===== src/rtl/xbar_ovec_serializer_pkg.sv =====
// Shared constants and types for the xbar output-vector serializer slice.
package xbar_ovec_serializer_pkg;

    // Mirrors the tile-wide element width and xbar column count.
    localparam int unsigned QW = 32;
    localparam int unsigned XW = 16;

    typedef logic [QW-1:0] elem_t;

    // Index width for a counter over n values; never narrower than one bit.
    function automatic int unsigned idx_w(input int unsigned n);
        return (n > 1) ? $clog2(n) : 1;
    endfunction

endpackage


===== src/rtl/xbar_ovec_serializer_if.sv =====
// Vector-in / scalar-out bus between xbar, the serializer and the output writer.
interface xbar_ovec_serializer_if #(
    parameter int unsigned QW       = xbar_ovec_serializer_pkg::QW,
    parameter int unsigned XW       = xbar_ovec_serializer_pkg::XW,
    parameter int unsigned OFSIZE_X = 4,
    parameter int unsigned OFSIZE_Y = 4
);
    import xbar_ovec_serializer_pkg::*;

    localparam int unsigned CW  = idx_w(XW);
    localparam int unsigned XPW = idx_w(OFSIZE_X);
    localparam int unsigned YPW = idx_w(OFSIZE_Y);

    // Vector side (from xbar)
    logic [QW-1:0]  vector_i [XW];
    logic           valid_i;
    logic           ready_o;

    // Scalar side (to packetiser / writer)
    logic [QW-1:0]  data_o;
    logic [CW-1:0]  chan_o;
    logic [XPW-1:0] ox_o;
    logic [YPW-1:0] oy_o;
    logic           last_pix_o;
    logic           last_frame_o;
    logic           valid_o;
    logic           ready_i;

    modport slave (
        input  vector_i, valid_i, ready_i,
        output ready_o, data_o, chan_o, ox_o, oy_o, last_pix_o, last_frame_o, valid_o
    );

    modport master (
        output vector_i, valid_i, ready_i,
        input  ready_o, data_o, chan_o, ox_o, oy_o, last_pix_o, last_frame_o, valid_o
    );

endinterface


===== src/rtl/xbar_ovec_serializer_ovec_fifo.sv =====
// Whole-vector FIFO: one push writes all lanes, head vector is exposed for lane muxing.
module xbar_ovec_serializer_ovec_fifo #(
    parameter int unsigned QW    = 32,
    parameter int unsigned XW    = 16,
    parameter int unsigned DEPTH = 2
) (
    input  logic          clk3,
    input  logic          rstn1,
    input  logic          push_i,
    input  logic          pop_i,
    input  logic [QW-1:0] wdata_i [XW],
    output logic          full_o,
    output logic          empty_o,
    output logic [QW-1:0] head_o [XW]
);
    localparam int unsigned PW   = $clog2(DEPTH);
    localparam int unsigned CNTW = $clog2(DEPTH + 1);

    logic [QW-1:0]   mem_q [DEPTH][XW];
    logic [PW-1:0]   wr_ptr_q, wr_ptr_d;
    logic [PW-1:0]   rd_ptr_q, rd_ptr_d;
    logic [CNTW-1:0] count_q, count_d;

    // Pointer and occupancy next state; push and pop are pre-qualified by the caller.
    always_comb begin
        wr_ptr_d = wr_ptr_q;
        rd_ptr_d = rd_ptr_q;
        count_d  = count_q;
        if (push_i) begin
            wr_ptr_d = (wr_ptr_q == PW'(DEPTH - 1)) ? '0 : wr_ptr_q + 1'b1;
        end
        if (pop_i) begin
            rd_ptr_d = (rd_ptr_q == PW'(DEPTH - 1)) ? '0 : rd_ptr_q + 1'b1;
        end
        unique case ({push_i, pop_i})
            2'b10:   count_d = count_q + 1'b1;
            2'b01:   count_d = count_q - 1'b1;
            default: count_d = count_q;
        endcase
    end

    // Pointer and occupancy registers.
    always_ff @(posedge clk3 or negedge rstn1) begin
        if (!rstn1) begin
            wr_ptr_q <= '0;
            rd_ptr_q <= '0;
            count_q  <= '0;
        end else begin
            wr_ptr_q <= wr_ptr_d;
            rd_ptr_q <= rd_ptr_d;
            count_q  <= count_d;
        end
    end

    // Storage: element contents need no reset.
    always_ff @(posedge clk3) begin
        if (push_i) begin
            for (int i = 0; i < int'(XW); i++) begin
                mem_q[wr_ptr_q][i] <= wdata_i[i];
            end
        end
    end

    // Head vector and status flags.
    always_comb begin
        for (int i = 0; i < int'(XW); i++) begin
            head_o[i] = mem_q[rd_ptr_q][i];
        end
        full_o  = (count_q == CNTW'(DEPTH));
        empty_o = (count_q == '0);
    end

endmodule


===== src/rtl/xbar_ovec_serializer.sv =====
// Buffers xbar output vectors and re-emits them one lane per beat with pixel tags.
module xbar_ovec_serializer #(
    parameter int unsigned QW       = xbar_ovec_serializer_pkg::QW,
    parameter int unsigned XW       = xbar_ovec_serializer_pkg::XW,
    parameter int unsigned OFSIZE_X = 4,
    parameter int unsigned OFSIZE_Y = 4,
    parameter int unsigned DEPTH    = 2
) (
    input logic                   clk3,
    input logic                   rstn1,
    xbar_ovec_serializer_if.slave bus_io
);
    import xbar_ovec_serializer_pkg::*;

    localparam int unsigned CW  = idx_w(XW);
    localparam int unsigned XPW = idx_w(OFSIZE_X);
    localparam int unsigned YPW = idx_w(OFSIZE_Y);

    logic           full, empty;
    logic           push, pop, beat;
    logic           lane_last, ox_last, oy_last;
    logic [QW-1:0]  wdata [XW];
    logic [QW-1:0]  head  [XW];

    logic [CW-1:0]  lane_q, lane_d;
    logic [XPW-1:0] ox_q, ox_d;
    logic [YPW-1:0] oy_q, oy_d;

    // Handshake qualification; no pass-through when full, so ready depends only on state.
    always_comb begin
        for (int i = 0; i < int'(XW); i++) begin
            wdata[i] = bus_io.vector_i[i];
        end
        lane_last = (lane_q == CW'(XW - 1));
        ox_last   = (ox_q == XPW'(OFSIZE_X - 1));
        oy_last   = (oy_q == YPW'(OFSIZE_Y - 1));
        push      = bus_io.valid_i & ~full;
        beat      = ~empty & bus_io.ready_i;
        pop       = beat & lane_last;
    end

    xbar_ovec_serializer_ovec_fifo #(
        .QW    (QW),
        .XW    (XW),
        .DEPTH (DEPTH)
    ) u_fifo (
        .clk3    (clk3),
        .rstn1   (rstn1),
        .push_i  (push),
        .pop_i   (pop),
        .wdata_i (wdata),
        .full_o  (full),
        .empty_o (empty),
        .head_o  (head)
    );

    // Lane and pixel position advance; all held while empty or stalled.
    always_comb begin
        lane_d = lane_q;
        ox_d   = ox_q;
        oy_d   = oy_q;
        if (beat) begin
            if (lane_last) begin
                lane_d = '0;
                if (ox_last) begin
                    ox_d = '0;
                    oy_d = oy_last ? '0 : oy_q + 1'b1;
                end else begin
                    ox_d = ox_q + 1'b1;
                end
            end else begin
                lane_d = lane_q + 1'b1;
            end
        end
    end

    // Position registers.
    always_ff @(posedge clk3 or negedge rstn1) begin
        if (!rstn1) begin
            lane_q <= '0;
            ox_q   <= '0;
            oy_q   <= '0;
        end else begin
            lane_q <= lane_d;
            ox_q   <= ox_d;
            oy_q   <= oy_d;
        end
    end

    // Outputs come straight from registered state, so they hold during stalls.
    always_comb begin
        bus_io.ready_o      = ~full;
        bus_io.valid_o      = ~empty;
        bus_io.data_o       = head[lane_q];
        bus_io.chan_o       = lane_q;
        bus_io.ox_o         = ox_q;
        bus_io.oy_o         = oy_q;
        bus_io.last_pix_o   = lane_last;
        bus_io.last_frame_o = lane_last & ox_last & oy_last;
    end

endmodule


===== src/flat_wrapper.sv =====
// flat-port wrapper written by rule: the top's interface ports become plain ports
module xbar_ovec_serializer_flat import xbar_ovec_serializer_pkg::*;
#(
    parameter int unsigned QW       = xbar_ovec_serializer_pkg::QW,
    parameter int unsigned XW       = xbar_ovec_serializer_pkg::XW,
    parameter int unsigned OFSIZE_X = 4,
    parameter int unsigned OFSIZE_Y = 4,
    parameter int unsigned DEPTH    = 2
)
  (clk3, rstn1, bus_io_vector_i, bus_io_valid_i, bus_io_ready_i, bus_io_ready_o, bus_io_data_o, bus_io_chan_o, bus_io_ox_o, bus_io_oy_o, bus_io_last_pix_o, bus_io_last_frame_o, bus_io_valid_o);
  xbar_ovec_serializer_if #(.QW(QW), .XW(XW), .OFSIZE_X(OFSIZE_X), .OFSIZE_Y(OFSIZE_Y)) bus_io_i ();
  input logic clk3;
  input logic rstn1;
  input wire logic [$bits(bus_io_i.vector_i)-1:0] bus_io_vector_i;
  input wire logic [$bits(bus_io_i.valid_i)-1:0] bus_io_valid_i;
  input wire logic [$bits(bus_io_i.ready_i)-1:0] bus_io_ready_i;
  output wire logic [$bits(bus_io_i.ready_o)-1:0] bus_io_ready_o;
  output wire logic [$bits(bus_io_i.data_o)-1:0] bus_io_data_o;
  output wire logic [$bits(bus_io_i.chan_o)-1:0] bus_io_chan_o;
  output wire logic [$bits(bus_io_i.ox_o)-1:0] bus_io_ox_o;
  output wire logic [$bits(bus_io_i.oy_o)-1:0] bus_io_oy_o;
  output wire logic [$bits(bus_io_i.last_pix_o)-1:0] bus_io_last_pix_o;
  output wire logic [$bits(bus_io_i.last_frame_o)-1:0] bus_io_last_frame_o;
  output wire logic [$bits(bus_io_i.valid_o)-1:0] bus_io_valid_o;
  assign bus_io_i.vector_i = {>>{bus_io_vector_i}};
  assign bus_io_i.valid_i = bus_io_valid_i;
  assign bus_io_i.ready_i = bus_io_ready_i;
  assign bus_io_ready_o = bus_io_i.ready_o;
  assign bus_io_data_o = bus_io_i.data_o;
  assign bus_io_chan_o = bus_io_i.chan_o;
  assign bus_io_ox_o = bus_io_i.ox_o;
  assign bus_io_oy_o = bus_io_i.oy_o;
  assign bus_io_last_pix_o = bus_io_i.last_pix_o;
  assign bus_io_last_frame_o = bus_io_i.last_frame_o;
  assign bus_io_valid_o = bus_io_i.valid_o;
  xbar_ovec_serializer #(.QW(QW), .XW(XW), .OFSIZE_X(OFSIZE_X), .OFSIZE_Y(OFSIZE_Y), .DEPTH(DEPTH)) u_core (.clk3(clk3), .rstn1(rstn1), .bus_io(bus_io_i));
endmodule

===== config.mk =====
export PLATFORM = sky130hd
export DESIGN_NAME = xbar_ovec_serializer_flat
export DESIGN_NICKNAME = d
export VERILOG_FILES = /design/src/rtl/xbar_ovec_serializer_pkg.sv /design/src/rtl/xbar_ovec_serializer_if.sv /design/src/rtl/xbar_ovec_serializer_ovec_fifo.sv /design/src/rtl/xbar_ovec_serializer.sv /design/src/flat_wrapper.sv
export SDC_FILE = /design/constraint.sdc
export NUM_CORES = 1
export LEC_CHECK = 0
export CORE_MARGIN = 3
export CORE_UTILIZATION = 54
export DETAILED_ROUTE_END_ITERATION = 8
export PLACE_DENSITY = 0.79
export SLEW_MARGIN = 40
export SYNTH_ARGS = -nofsm -noshare
export SYNTH_HDL_FRONTEND = slang
export SYNTH_HIERARCHICAL = 1
export SYNTH_SLANG_ARGS = --single-unit

===== constraint.sdc =====
create_clock -name clk3 -period 53 [get_ports clk3]
set_clock_uncertainty 0.1 [all_clocks]
set_input_delay 10.6 -clock clk3 [delete_from_list [all_inputs] [get_ports clk3]]
set_output_delay 10.6 -clock clk3 [all_outputs]
set_load 0.01 [all_outputs]

Yosys cells after proc, flatten, opt, wreduce, memory -nomap -nowiden:

Memories as Yosys holds them, arrays and structs flattened.
Index checks and enable logic that the tools add are counted.

* bits in registers: 12
* bits in writable memories: 1024
* bits of input ports: 516
* memories: 1

Memories
* u_core.u_fifo.mem_q: words 2, width 512, read ports 1, clocked after Yosys merged registers in 0, write ports 1, line xbar_ovec_serializer_ovec_fifo.sv:19 `logic [QW-1:0] mem_q [DEPTH][XW];`

* add/subtract/negate cells: 7
* $lt $le $gt $ge: 1
* eq/ne operators: 6
* muxes and demuxes: 11
* bitwise logic cells: 8
* reductions and logical operators: 4

Operator list (count)
* $bmux 32 s4: 1
* $mux 32: 2
* $eq 2x2->1 const B: 4
* $add 2x1->2 const B: 3
* $and 1x1->1: 5
* $ge 5x5->1 const B: 1
* $not 4->5: 1
* $add 4x1->4 const B: 1
* $eq 4x4->1 const B: 1
* $mux 1: 4
* $mux 2: 2
* $mux 4: 1
* $pmux 2 s2: 1
* $reduce_and 3->1: 1
* $add 1x1->1 const B: 2
* $eq 2x1->1 const B: 1
* $logic_not 2->1: 1
* $not 1->1: 2
* $reduce_and 2->1: 1
* $reduce_bool 2->1: 1
* $sub 2x1->2 const B: 1

Depth between registers and ports, before layout:

Gate-level depths: netlist of the first run.

* word-level depth: 6
* mapped depth: 7
* gate-level depth less buffers: 7

Hierarchy:

Netlist of the first run, hierarchy kept.

Modules (own cells, without submodules)
* xbar_ovec_serializer_ovec_fifo: times used 1, cells an instance 1609, area each 37315.8 µm², sequential area each 30849.6 µm²
* xbar_ovec_serializer: times used 1, cells an instance 312, area each 4221.5 µm², sequential area each 200.2 µm²

Least setup slack after synthesis of the first run:

Ideal clock, no wire load.

* path type: input to register
* from: in bus_io_valid_i
* to: mem u_core/u_fifo/mem_q[0][0] (netlist name), enable pin
* data arrival time: 32071 ps
* required time: 51502 ps
* path slack: 19431 ps
* stages on the path: 3
* cells stage by stage: nor2b_1 > inv_1 > nor2_1

* longest elaborated chain between the ends: 3

RTL lines
* start: declaration: line flat_wrapper.sv:15 `input wire logic [$bits(bus_io_i.valid_i)-1:0] bus_io_valid_i;`
* $and 1x1->1: line xbar_ovec_serializer.sv:37 `push = bus_io.valid_i & ~full;`
* $mux 1: line xbar_ovec_serializer_ovec_fifo.sv:57 `if (push_i) begin`
* $mux 1 (not written as such): line xbar_ovec_serializer_ovec_fifo.sv:59 `mem_q[wr_ptr_q][i] <= wdata_i[i];`
* end: declaration: line xbar_ovec_serializer_ovec_fifo.sv:19

No other way between the ends.

==> results of run 1 <==
[cell usage in the layout (no fill, tap or decap), types with 15 or more instances in the layout]
cell / synthesis / layout
edfxtp_1: 1024 / 1024
clkdlybuf4s50_1: 0 / 559
mux2_2: 516 / 516
mux4_2: 113 / 113
clkbuf_16: 0 / 105
o22ai_1: 65 / 64
nor2_1: 38 / 37
diode_2: 0 / 35
clkbuf_1: 9 / 29
clkinv_1: 0 / 24
clkinv_2: 0 / 16
mux4_1: 15 / 15
[per-stage QoR]
stage	cells	power, mW	utilization (%)	setup slack [ps]	area (µm²)
6_report	3661	2.82	67.5	36650	51300
5_1_grt	3652	2.94	67.5	36350	51300
4_1_cts	3624	2.84	67.3	36320	51200
3_5_place_dp	3437	2.14	63.0	37030	47900
3_3_place_gp	3429	2.09	62.7	36660	47700
2_1_floorplan	1921	1.98	-	19430	41500
[per-layer routing]
layer | vias up | share of wire, % | track usage (%)
met3 | 163 | 8.4 | 6.51
li1 | 9158 | - | -
met4 | 20 | 2.6 | 8.67
met2 | 792 | 50 | 37.5
met5 | - | 0.14 | 0
met1 | 10767 | 39 | 31.1
[kinds of logic (layout without fill, tap and decap cells)]
| logic type | count (synthesis) | after routing | share of synthesized area (%) |
|---|---|---|---|
| AO/OA/AOI/OAI | 67 | 67 | 1.00 |
| XOR/XNOR | 6 | 6 | 0.127 |
| adder cells (fa/ha/maj) | 4 | 4 | 0.120 |
| buffers and inverters | 106 | 781 | 2.35 |
| flip-flops | 1036 | 1036 | 74.8 |
| multiplexers | 644 | 644 | 21.1 |
| other | 0 | 35 | 0 |
| AND/OR/NAND/NOR | 58 | 58 | 0.587 |
[final timing paths]
path,startpoint,endpoint,slack [ps]
worst max register to register,u_core/u_fifo/count_q[1],u_core/u_fifo/mem_q[1][126],49000
worst min register to register,u_core/u_fifo/count_q[1],u_core/u_fifo/count_q[1],400
min in group asynchronous,rstn1,u_core/u_fifo/wr_ptr_q,10210
worst max-delay path,u_core/u_fifo/rd_ptr_q,bus_io_data_o[4],36650
worst min-delay path,u_core/u_fifo/count_q[1],u_core/u_fifo/count_q[1],400
max in group asynchronous,rstn1,u_core/bus_io.chan_o[1],42160
[cell type report]
cell class | instances | area, µm²
clock buffers | 134 | 2740
inverters | 5 | 18.8
diodes | 35 | 87.6
well taps | 1030 | 1290
clock inverters | 53 | 504
flip-flops and latches | 1036 | 31100
repair buffers | 589 | 6110
fillers | 4849 | 24700
multi-input cells | 779 | 9540
[where the power goes]
group | internal [mW] | switching [mW]
clock | 0.403 | 0.295
sequential | 1.12 | 0.0618
combinational | 0.470 | 0.473
[state kept, by name (all words and copies together) (netlist names)]
register,count
u_core/bus_io.oy_o,2
u_core/u_fifo/mem_q,1024
u_core/u_fifo/count_q,2
u_core/bus_io.ox_o,2
u_core/bus_io.chan_o,4
u_core/u_fifo/wr_ptr_q,1
u_core/u_fifo/rd_ptr_q,1
==> flow_summary.toml, run 1 <==
[status]
status = "completed"

[job]
drv_cap = 0

[logic_synthesis]
synth_edf_count = 1024
synth.distinct_cells = 27
syn_inst = 1921
synthTopCellsByCount = "edfxtp_1, mux2_2, mux4_2"
ys_warn_count = 6
async_flop_share_pct = 1.16
synth_area_um2 = 41500
synth_top_area_share_pct = 74.0
syn_avg_cell_area_um2 = 21.6
seq_area_frac_synth_pct = 74.8
synth-seq-cells = 1036
yosysTopAreaCell = "edfxtp_1"
syn_nets = 2441
synth-main-ff-cell = "edfxtp_1"
synth.area.top_cells = "edfxtp_1, mux2_2, mux4_2"
yosysMostFrequentCell = "edfxtp_1"

[clock_tree]
cts_resized = 0
cts_root_buf = "clkbuf_16"
hold_buffers = 0
cts_tree = "built"
clock_path_buffers = 3
clock_latency_ps = 650
path_clk_slew_ps = 60
cts_htree_levels = 3
cts_sinks = 1036
cts_inserted_buffers = 104
cts_setup_buffers = 0

[place]
portBuffers = 559
hpwl_um = 62900
finalWeightedCongestion = 0.820

[floorplan]
coreArea_um2 = 76100
rows = 101
die_area_um2 = 80300
pin_count = 560
start_util_pct = 54.6
die_h_um = 283
die_x_um = 283

[sta]
drv_slew = 0
fin_hold_ws_ps = 402
slew_headroom_pct = 39.2
tns_ps = 0
period_minus_slack_ps = 16350
fmax_ghz = 0.0612
tightest_slew_ps = 912
setup_viol = 0
rsz0062_at_grt = "no"
finalCritPeriodShare_pct = 30.8
finalHoldViolCount = 0

[worst_setup_path]
path_depth = 9
critPathMaxStageDelay_ps = 770
path_class = "reg -> out"
startpoint_type = "flop"
crit_buf_inv = 5
reg2reg_depth = 6
worstPathArrival_ps = 5650
slowest_stage = "buf_4"
critical_path.top_delay_family = "buffers and inverters"
cp_data_required_time_ps = 42300
endpoint_kind = "primary output"
crit_fanout = 75
path_cells = "buf_12 -> buf_6 -> buf_6 -> buf_4 -> mux2_2 -> mux4_2 -> o22ai_1 -> nor2_1 -> clkdlybuf4s50_1"
crit_top_cell = "buf_6"

[final_layout]
final_nets = 3035
area_growth_pct = 23.6
drive_above_1_share_pct = 31.0

[grt]
antenna_found_initial = 46
grt-ovfl-total = 0
grt_use_total_pct = 23.5
grt_pass1_vias = 21937
grt_max_degree = 153
grt_pass1_wl_um = 139000

[min_path]
whs_path_depth = 1
hold_class = "reg -> reg"

[detailed_routing]
route.antenna.remaining_nets = 0
drt-vias-per-instance = 5.71
vias = 20900
drc = 0
wirelength_um = 95500
wl_per_cell_um = 26.1
drt_pre_antenna_iters = 5
first_iter_violations = 2015

[power_and_ir_drop]
leakage_nw = 16.8
ir_drop_uv = 31.8
cellPowerDensity_nw_per_um2 = 55.0
Power figures use the tool's default switching activity.
==> inputs of run 2 (changes only) <==
- CORE_UTILIZATION: 54 -> 50
- PLACE_DENSITY: 0.79 -> 0.77
- clock period: 53 -> 14.6 ns (I/O delays scaled with it)
==> run 2 against run 1 <==
Hold slack lost 3.6 ps. Critical path depth is 2 lower. Wire length is 1.3% higher. Power rose to 3.7 times the previous value. Core utilization is 4.8 points lower. Largest power group unchanged.
==> flow_summary.toml, run 2 (synthesis results as in run 1) <==
[min_path]
hold_class = "reg -> reg"
min_from = "u_core/u_fifo/count_q[1]"

[detailed_routing]
wirelength_um = 96700
route.antenna.remaining_nets = 0
vias = 20648
wl_per_cell_um = 26.1
first_iter_violations = 1672
drt_pre_antenna_iters = 5
drc = 0
drt-vias-per-instance = 5.57

[power_and_ir_drop]
p_int_mw = 7.31
leakage_nw = 16.9
p_switching_mw = 3.07
p_comb_share_pct = 32.9
cellPowerDensity_nw_per_um2 = 201
switching_share_pct = 29.6
seqPwrFrac_pct = 41.3
ir_drop_uv = 135
p_total_mw = 10.4
p_clk_share_pct = 25.8

[sta]
tightest_slew_ps = 914
rsz0062_at_grt = "no"
slew_headroom_pct = 39.1
finalHoldViolCount = 0
tns_ps = 0
fmax_ghz = 0.129
period_minus_slack_ps = 7780
setup_viol = 0
postLayoutSetupSlackWorst_ps = 6820
finalCritPeriodShare_pct = 53.3
drv_slew = 0

[worst_setup_path]
cp_data_required_time_ps = 11580
endpoint_kind = "primary output"
worstPathArrival_ps = 4760
crit_fanout = 72
cp-startpoint = "u_core/u_fifo/rd_ptr_q"
path_class = "reg -> out"
startpoint_type = "flop"
rr_startpoint = "u_core/bus_io.chan_o[1]"

[floorplan]
die_x_um = 294
die_area_um2 = 86600
rows = 105
pin_count = 560
die_h_um = 294
start_util_pct = 50.5
coreArea_um2 = 82200

[place]
portBuffers = 559
finalWeightedCongestion = 0.829
hpwl_um = 64500
dp_cells = 3475
dp_slack_ps = 7270

[clock_tree]
hold_buffers = 0
clock_latency_ps = 640
clock_path_buffers = 3
cts_resized = 0
cts_tree = "built"
cts_inserted_buffers = 106
cts_sinks = 1036
cts_htree_levels = 3
cts_root_buf = "clkbuf_16"
cts_setup_buffers = 0
path_clk_slew_ps = 60

[final_layout]
final_cells = 3708
regMostFlops = "u_core/u_fifo/mem_q"
nFillCells = 5571
final_nets = 3037
final_common_cell = "edfxtp_1"
mostFrequentLayoutCells = "edfxtp_1, clkdlybuf4s50_1, mux2_2"
drive_above_1_share_pct = 31.6
largest_register_ff_count = 1024
area_growth_pct = 24.1

[grt]
grt_use_total_pct = 22.0
grt_pass1_vias = 22317
antenna_found_initial = 42
grt_max_degree = 154
grt_pass1_wl_um = 140000
grt-ovfl-total = 0

[job]
drv_cap = 0

[status]
status = "completed"
run 2: power groups by stage:
| stage | logic (mW) | clock network [mW] | registers (mW) |
|---|---|---|---|
| floorplan | 2.40 | 0 | 4.42 |
| global placement | 3.29 | 0 | 4.33 |
| detailed placement | 3.40 | 0 | 4.37 |
| CTS | 3.42 | 2.73 | 4.31 |
| global route | 3.62 | 2.85 | 4.35 |
| finish | 3.42 | 2.67 | 4.29 |
run 2: final timing paths:
kind | endpoint | slack (ps) | cells after the start
worst max-delay path | bus_io_data_o[4] | 6820 | 7
worst min-delay path | u_core/u_fifo/count_q[1] | 400 | 1
worst max register to register | u_core/u_fifo/count_q[1] | 10750 | 9
worst min register to register | u_core/u_fifo/count_q[1] | 400 | 1
max in group asynchronous | u_core/u_fifo/rd_ptr_q | 11380 | 1
min in group asynchronous | u_core/bus_io.oy_o[1] | 2560 | 1
run 2: through the flow:
stage / area (µm²) / util (%) / hold WS (ps)
detailed placement: 47900 / 58.2 / 378
CTS: 51400 / 62.4 / 392
finish: 51600 / 62.7 / 399
floorplan: 41500 / - / 356
global placement: 47800 / 58.1 / 375
global route: 51500 / 62.6 / 401
run 2: area by class of cell:
type	instances	area (µm²)	area share [%]
Sequential cell	1036	31100	60.3
Multi-Input combinational cell	779	9540	18.5
Timing Repair Buffer	589	6040	11.7
Clock buffer	126	2750	5.33
Tap cell	1070	1340	2.60
Clock inverter	69	718	1.39
Antenna cell	34	85.1	0.165
Inverter	5	18.8	0.0364
run 2: worst max-delay path: stages (launching register included):
cell and delay (ps):
dfrtp_4 700, buf_4 710, buf_6 630, mux2_2 410, mux4_2 460, o22ai_1 410, nor2_1 180, clkdlybuf4s50_1 530
run 2: metal layers:
metal	vias up	track usage [%]	part of all wire, %	wire length (µm)
met3	170	6.54	8.1	7790
met1	10589	28.0	39	38000
met4	22	7.14	2.7	2660
met5	-	0	0.14	139
met2	714	36.6	50	48100
li1	9153	-	-	-
==> inputs of run 3 (changes only) <==
- CORE_UTILIZATION: 50 -> 54
- PLACE_DENSITY: 0.77 -> 0.79
- clock period: 14.6 -> 8 ns (I/O delays scaled with it)
==> run 3 against run 2 <==
Non-clock buffer count increased by 2. Clock power rose by 69%. Critical path type unchanged. Global-route usage is 1.4 points higher. Worst setup slack worse by 4900 ps. Core utilization up 4.8 points.
==> flow_summary.toml, run 3 (synthesis results as in run 1) <==
[status]
status = "completed"

[power_and_ir_drop]
ir_drop_uv = 213
p_total_mw = 18.6
cellPowerDensity_nw_per_um2 = 363
leakage_nw = 16.8

[clock_tree]
hold_buffers = 0
cts_htree_levels = 3
clock_path_buffers = 3
path_clk_slew_ps = 60
cts_inserted_buffers = 104
cts_resized = 0
cts_setup_buffers = 0
cts_sinks = 1036
cts_root_buf = "clkbuf_16"
cts_tree = "built"
clock_latency_ps = 650

[detailed_routing]
drc = 0
drt-vias-per-instance = 5.62
first_iter_violations = 1790
wirelength_um = 95600
wl_per_cell_um = 26.0
route.antenna.remaining_nets = 0
vias = 20694
drt_pre_antenna_iters = 5

[sta]
period_minus_slack_ps = 6060
postLayoutSetupSlackWorst_ps = 1940
tightest_slew_ps = 781
fmax_ghz = 0.165
fin_hold_ws_ps = 396
slew_headroom_pct = 47.9
setup_viol = 0
finalHoldViolCount = 0
drv_slew = 0
rsz0062_at_grt = "no"
finalCritPeriodShare_pct = 75.8
tns_ps = 0

[final_layout]
largest_register_ff_count = 1024
final_nets = 3037
regMostFlops = "u_core/u_fifo/mem_q"
mostFrequentLayoutCells = "edfxtp_1, clkdlybuf4s50_1, mux2_2"
nFillCells = 4909
area_growth_pct = 23.7
final_common_cell = "edfxtp_1"
final_util_pct = 67.5
drive_above_1_share_pct = 31.2

[worst_setup_path]
crit_top_cell = "buf_12"
startpoint_type = "flop"
path_class = "reg -> out"
endpoint_kind = "primary output"
slowest_stage = "dfrtp_4"
worstPathArrival_ps = 4360
crit_fanout = 66
path_cells = "buf_12 -> buf_12 -> mux2_2 -> mux4_2 -> o22ai_1 -> nor2_1 -> clkdlybuf4s50_1"
cp_data_required_time_ps = 6300
critPathMaxStageDelay_ps = 830
reg2reg_slack_ps = 5040

[grt]
grt_pass1_vias = 22197
grt.met3_usage_pct = 7.22
grt_pass1_wl_um = 139000
grt_max_degree = 162
grt_use_total_pct = 23.5
antenna_found_initial = 74
grt-ovfl-total = 0
globalRouteMet2Util_pct = 37.4
met1_usage_pct = 30.1
busiest_layer = "met2"

[job]
drv_cap = 0

[floorplan]
rows = 101
pin_count = 560
start_util_pct = 54.6
die_x_um = 283
coreArea_um2 = 76100
die_area_um2 = 80300
die_h_um = 283

[place]
portBuffers = 559
dp_slack_ps = 2660
hpwl_um = 63600
finalWeightedCongestion = 0.819

[min_path]
hold_class = "reg -> reg"
run 3: cell count changes in the layout (fill, tap and decap cells not counted), moves of 3 or more:
cell,delta
clkbuf_1,+9
buf_6,-7
diode_2,+23
clkinv_2,-10
inv_16,-3
bufinv_16,-8
buf_12,+6
clkbuf_8,+5
clkinv_1,-4
run 3: worst paths after layout:
check,to,depth (start not counted),start
max,bus_io_data_o[9],7,u_core/u_fifo/rd_ptr_q
min,u_core/u_fifo/count_q[1],1,u_core/u_fifo/count_q[1]
max reg2reg,u_core/u_fifo/mem_q[1][168],6,u_core/u_fifo/count_q[1]
min reg2reg,u_core/u_fifo/count_q[1],1,u_core/u_fifo/count_q[1]
max in group asynchronous,u_core/bus_io.chan_o[2],1,rstn1
min in group asynchronous,u_core/u_fifo/rd_ptr_q,1,rstn1
run 3: where the power goes:
| part | switching [mW] | internal, mW | total (mW) |
|---|---|---|---|
| Combinational | 3.15 | 3.12 | 6.27 |
| Clock | 1.94 | 2.58 | 4.52 |
| Sequential | 0.429 | 7.41 | 7.84 |
run 3: layout make-up:
type / count / area, µm² / area share, %
multi-input combinational: 779 / 9550 / 18.6
sequential: 1036 / 31100 / 60.5
clock inverter: 45 / 378 / 0.736
antenna: 57 / 143 / 0.278
inverter: 5 / 18.8 / 0.0365
timing repair buffer: 591 / 6120 / 11.9
clock buffer: 138 / 2800 / 5.45
tap: 1030 / 1290 / 2.51
run 3: through the flow:
step | instances | area (µm²)
2_1_floorplan | 1921 | 41600
3_3_place_gp | 3432 | 47800
3_5_place_dp | 3439 | 48000
4_1_cts | 3622 | 51200
5_1_grt | 3668 | 51300
6_report | 3681 | 51400
run 3: per-layer routing:
metal,part of all wire (%),wire length [µm]
met5,0.23,218
met4,3.3,3140
met3,7.8,7430
met2,49,47100
met1,39,37700
run 3: critical path: cells and delay by family, from the launching register on:
kind / cells / cell delay [ps]
flip-flops: 1 / 830
multiplexers: 2 / 850
buffers and inverters: 3 / 1250
AND/OR/NAND/NOR: 1 / 100
AO/OA/AOI/OAI: 1 / 450
==> RTL change: new RTL, flow settings as in run 1 <==
`XW` is set to 16 in 2 places; all go to 8.
--- a/src/rtl/xbar_ovec_serializer_pkg.sv
+++ b/src/rtl/xbar_ovec_serializer_pkg.sv
@@ -5,3 +5,3 @@
     localparam int unsigned QW = 32;
-    localparam int unsigned XW = 16;
+    localparam int unsigned XW = 8;
 
--- a/src/rtl/xbar_ovec_serializer_ovec_fifo.sv
+++ b/src/rtl/xbar_ovec_serializer_ovec_fifo.sv
@@ -3,3 +3,3 @@
     parameter int unsigned QW    = 32,
-    parameter int unsigned XW    = 16,
+    parameter int unsigned XW    = 8,
     parameter int unsigned DEPTH = 2
Ports: changed (resized bus_io_chan_o and bus_io_vector_i); port bits go from 560 to 303. The function was not compared with the original's and may differ.
==> RTL change against run 1 <==
  * Critical path depth is 3 lower
  * Global-route usage down 4.0 points
  * Area after synthesis fell by 47%
  * Design area shrank 47%
  * Power decreased by 47%
  * Worst setup slack better by 1.3 ns
  * Via count decreased by 52%
  * Wire length is 56% lower
  * Hold slack improved by 0.018 ns
  * Sequential cell count shrank 513
  * Critical path type unchanged
  * Largest cell class unchanged
  * Highest routed layer unchanged
==> RTL change: results (changes against run 1) <==
metric	value	unit	change
viasPerCell	5.455		was 5.709
synth-seq-area-share	0.7127		was 0.7475
arrival	4.37	ns	was 5.65 ns
r2r-end	u_core/u_fifo/mem_q[0][97]		was u_core/u_fifo/mem_q[1][126]
first_global_vias	11030		was 21940
m1WireLength	17170	um	was 37490 um
wl	41890	um	was 95450 um
synth_fp_nets	1222		was 2441
antenna_found_initial	8		was 46
nets	1547		was 3035
dpl.hpwl	26430	um	was 62870 um
ff2ff_setup_slack	49.46	ns	was 49.00 ns
htreeDepth	2		was 3
met3_wirelength	2542	um	was 8024 um
largest_reg_flops	512		was 1024
dr.pass1.iters	4		was 5
grt_pass1_wl	64560	um	was 139100 um
p_leak	9.640	nW	was 16.83 nW
maxSlewHeadroom	0.4251		was 0.3918
synthDistinctLibCells	21		was 27
fill_cells	2554		was 4849
grt_usage	0.1943		was 0.2346
drive_gt1_frac	0.3449		was 0.3097
cts_inserted_buffers	52		was 104
first_iter_violations	713		was 2015
place.gp.congestion	0.7104		was 0.8204
wl_met2	21290	um	was 47310 um
yosys-top-cells-area	edfxtp_1, mux2_4, mux4_2		was edfxtp_1, mux2_2, mux4_2
status	finished clean		unchanged
async_flop_share	0.02103		was 0.01158
grt_max_degree	83		was 153
[RTL change: final cells by class]
cell class	count	area (um2)	area share
sequential	523	15660	0.5784
multi-input combinational	383	5831	0.2153
timing repair buffer	318	3217	0.1188
clock buffer	66	1479	0.05461
tap	525	656.9	0.02426
clock inverter	28	212.7	0.007854
inverter	4	15.01	0.0005544
antenna	3	7.507	0.0002772
[RTL change: worst max-delay path by stage]
stage / start / endpoint / slack (ns)
finish: u_core/u_fifo/rd_ptr_q / bus_io_data_o[31] / 37.93
global placement: u_core/u_fifo/rd_ptr_q / bus_io_data_o[23] / 37.88
detailed placement: u_core/u_fifo/rd_ptr_q / bus_io_data_o[25] / 38.51
global route: u_core/u_fifo/rd_ptr_q / bus_io_data_o[25] / 37.78
CTS: u_core/u_fifo/rd_ptr_q / bus_io_data_o[25] / 37.87
floorplan: bus_io_valid_i / u_core/u_fifo/mem_q[0][0] / 30.53
[RTL change: cell families after synthesis]
family / after synthesis / share of synthesized area
adders and majority gates: 5 / 0.002849
and+or+nand+nor: 14 / 0.003476
xor gates and xnor gates: 5 / 0.001995
muxes: 359 / 0.2568
buffers and inverters: 51 / 0.02222
DFF: 523 / 0.7127
[RTL change: routing by layer]
layer	track usage	vias up
met5	0	-
met4	0.05510	10
met3	0.04745	63
met2	0.3284	265
met1	0.2543	5198
li1	-	4556
[RTL change: worst max-delay path, stage by stage, from the launching register on]
cell	delay, ns
dfrtp_4	0.67
buf_4	0.77
buf_6	0.67
mux2_2	0.40
mux4_2	0.44
mux2_2	0.27
clkdlybuf4s50_1	0.51
[RTL change: metrics by stage]
stage	setup slack (ns)	area, um2	std cells	total power [mW]	hold WS, ns
6_report	37.93	27080	1850	1.500	0.4207
3_3_place_gp	37.88	25290	1750	1.143	0.3734
2_1_floorplan	30.53	21960	957	1.041	0.3535
3_5_place_dp	38.51	25380	1753	1.159	0.4080
5_1_grt	37.78	27080	1849	1.569	0.4377
4_1_cts	37.87	27070	1847	1.520	0.4215
[RTL change: where the power goes]
part           leakage, nW  switching [mW]  internal [mW]
clock                0.828           0.145          0.211
combinational         3.92           0.222          0.317
sequential            4.89          0.0387          0.566
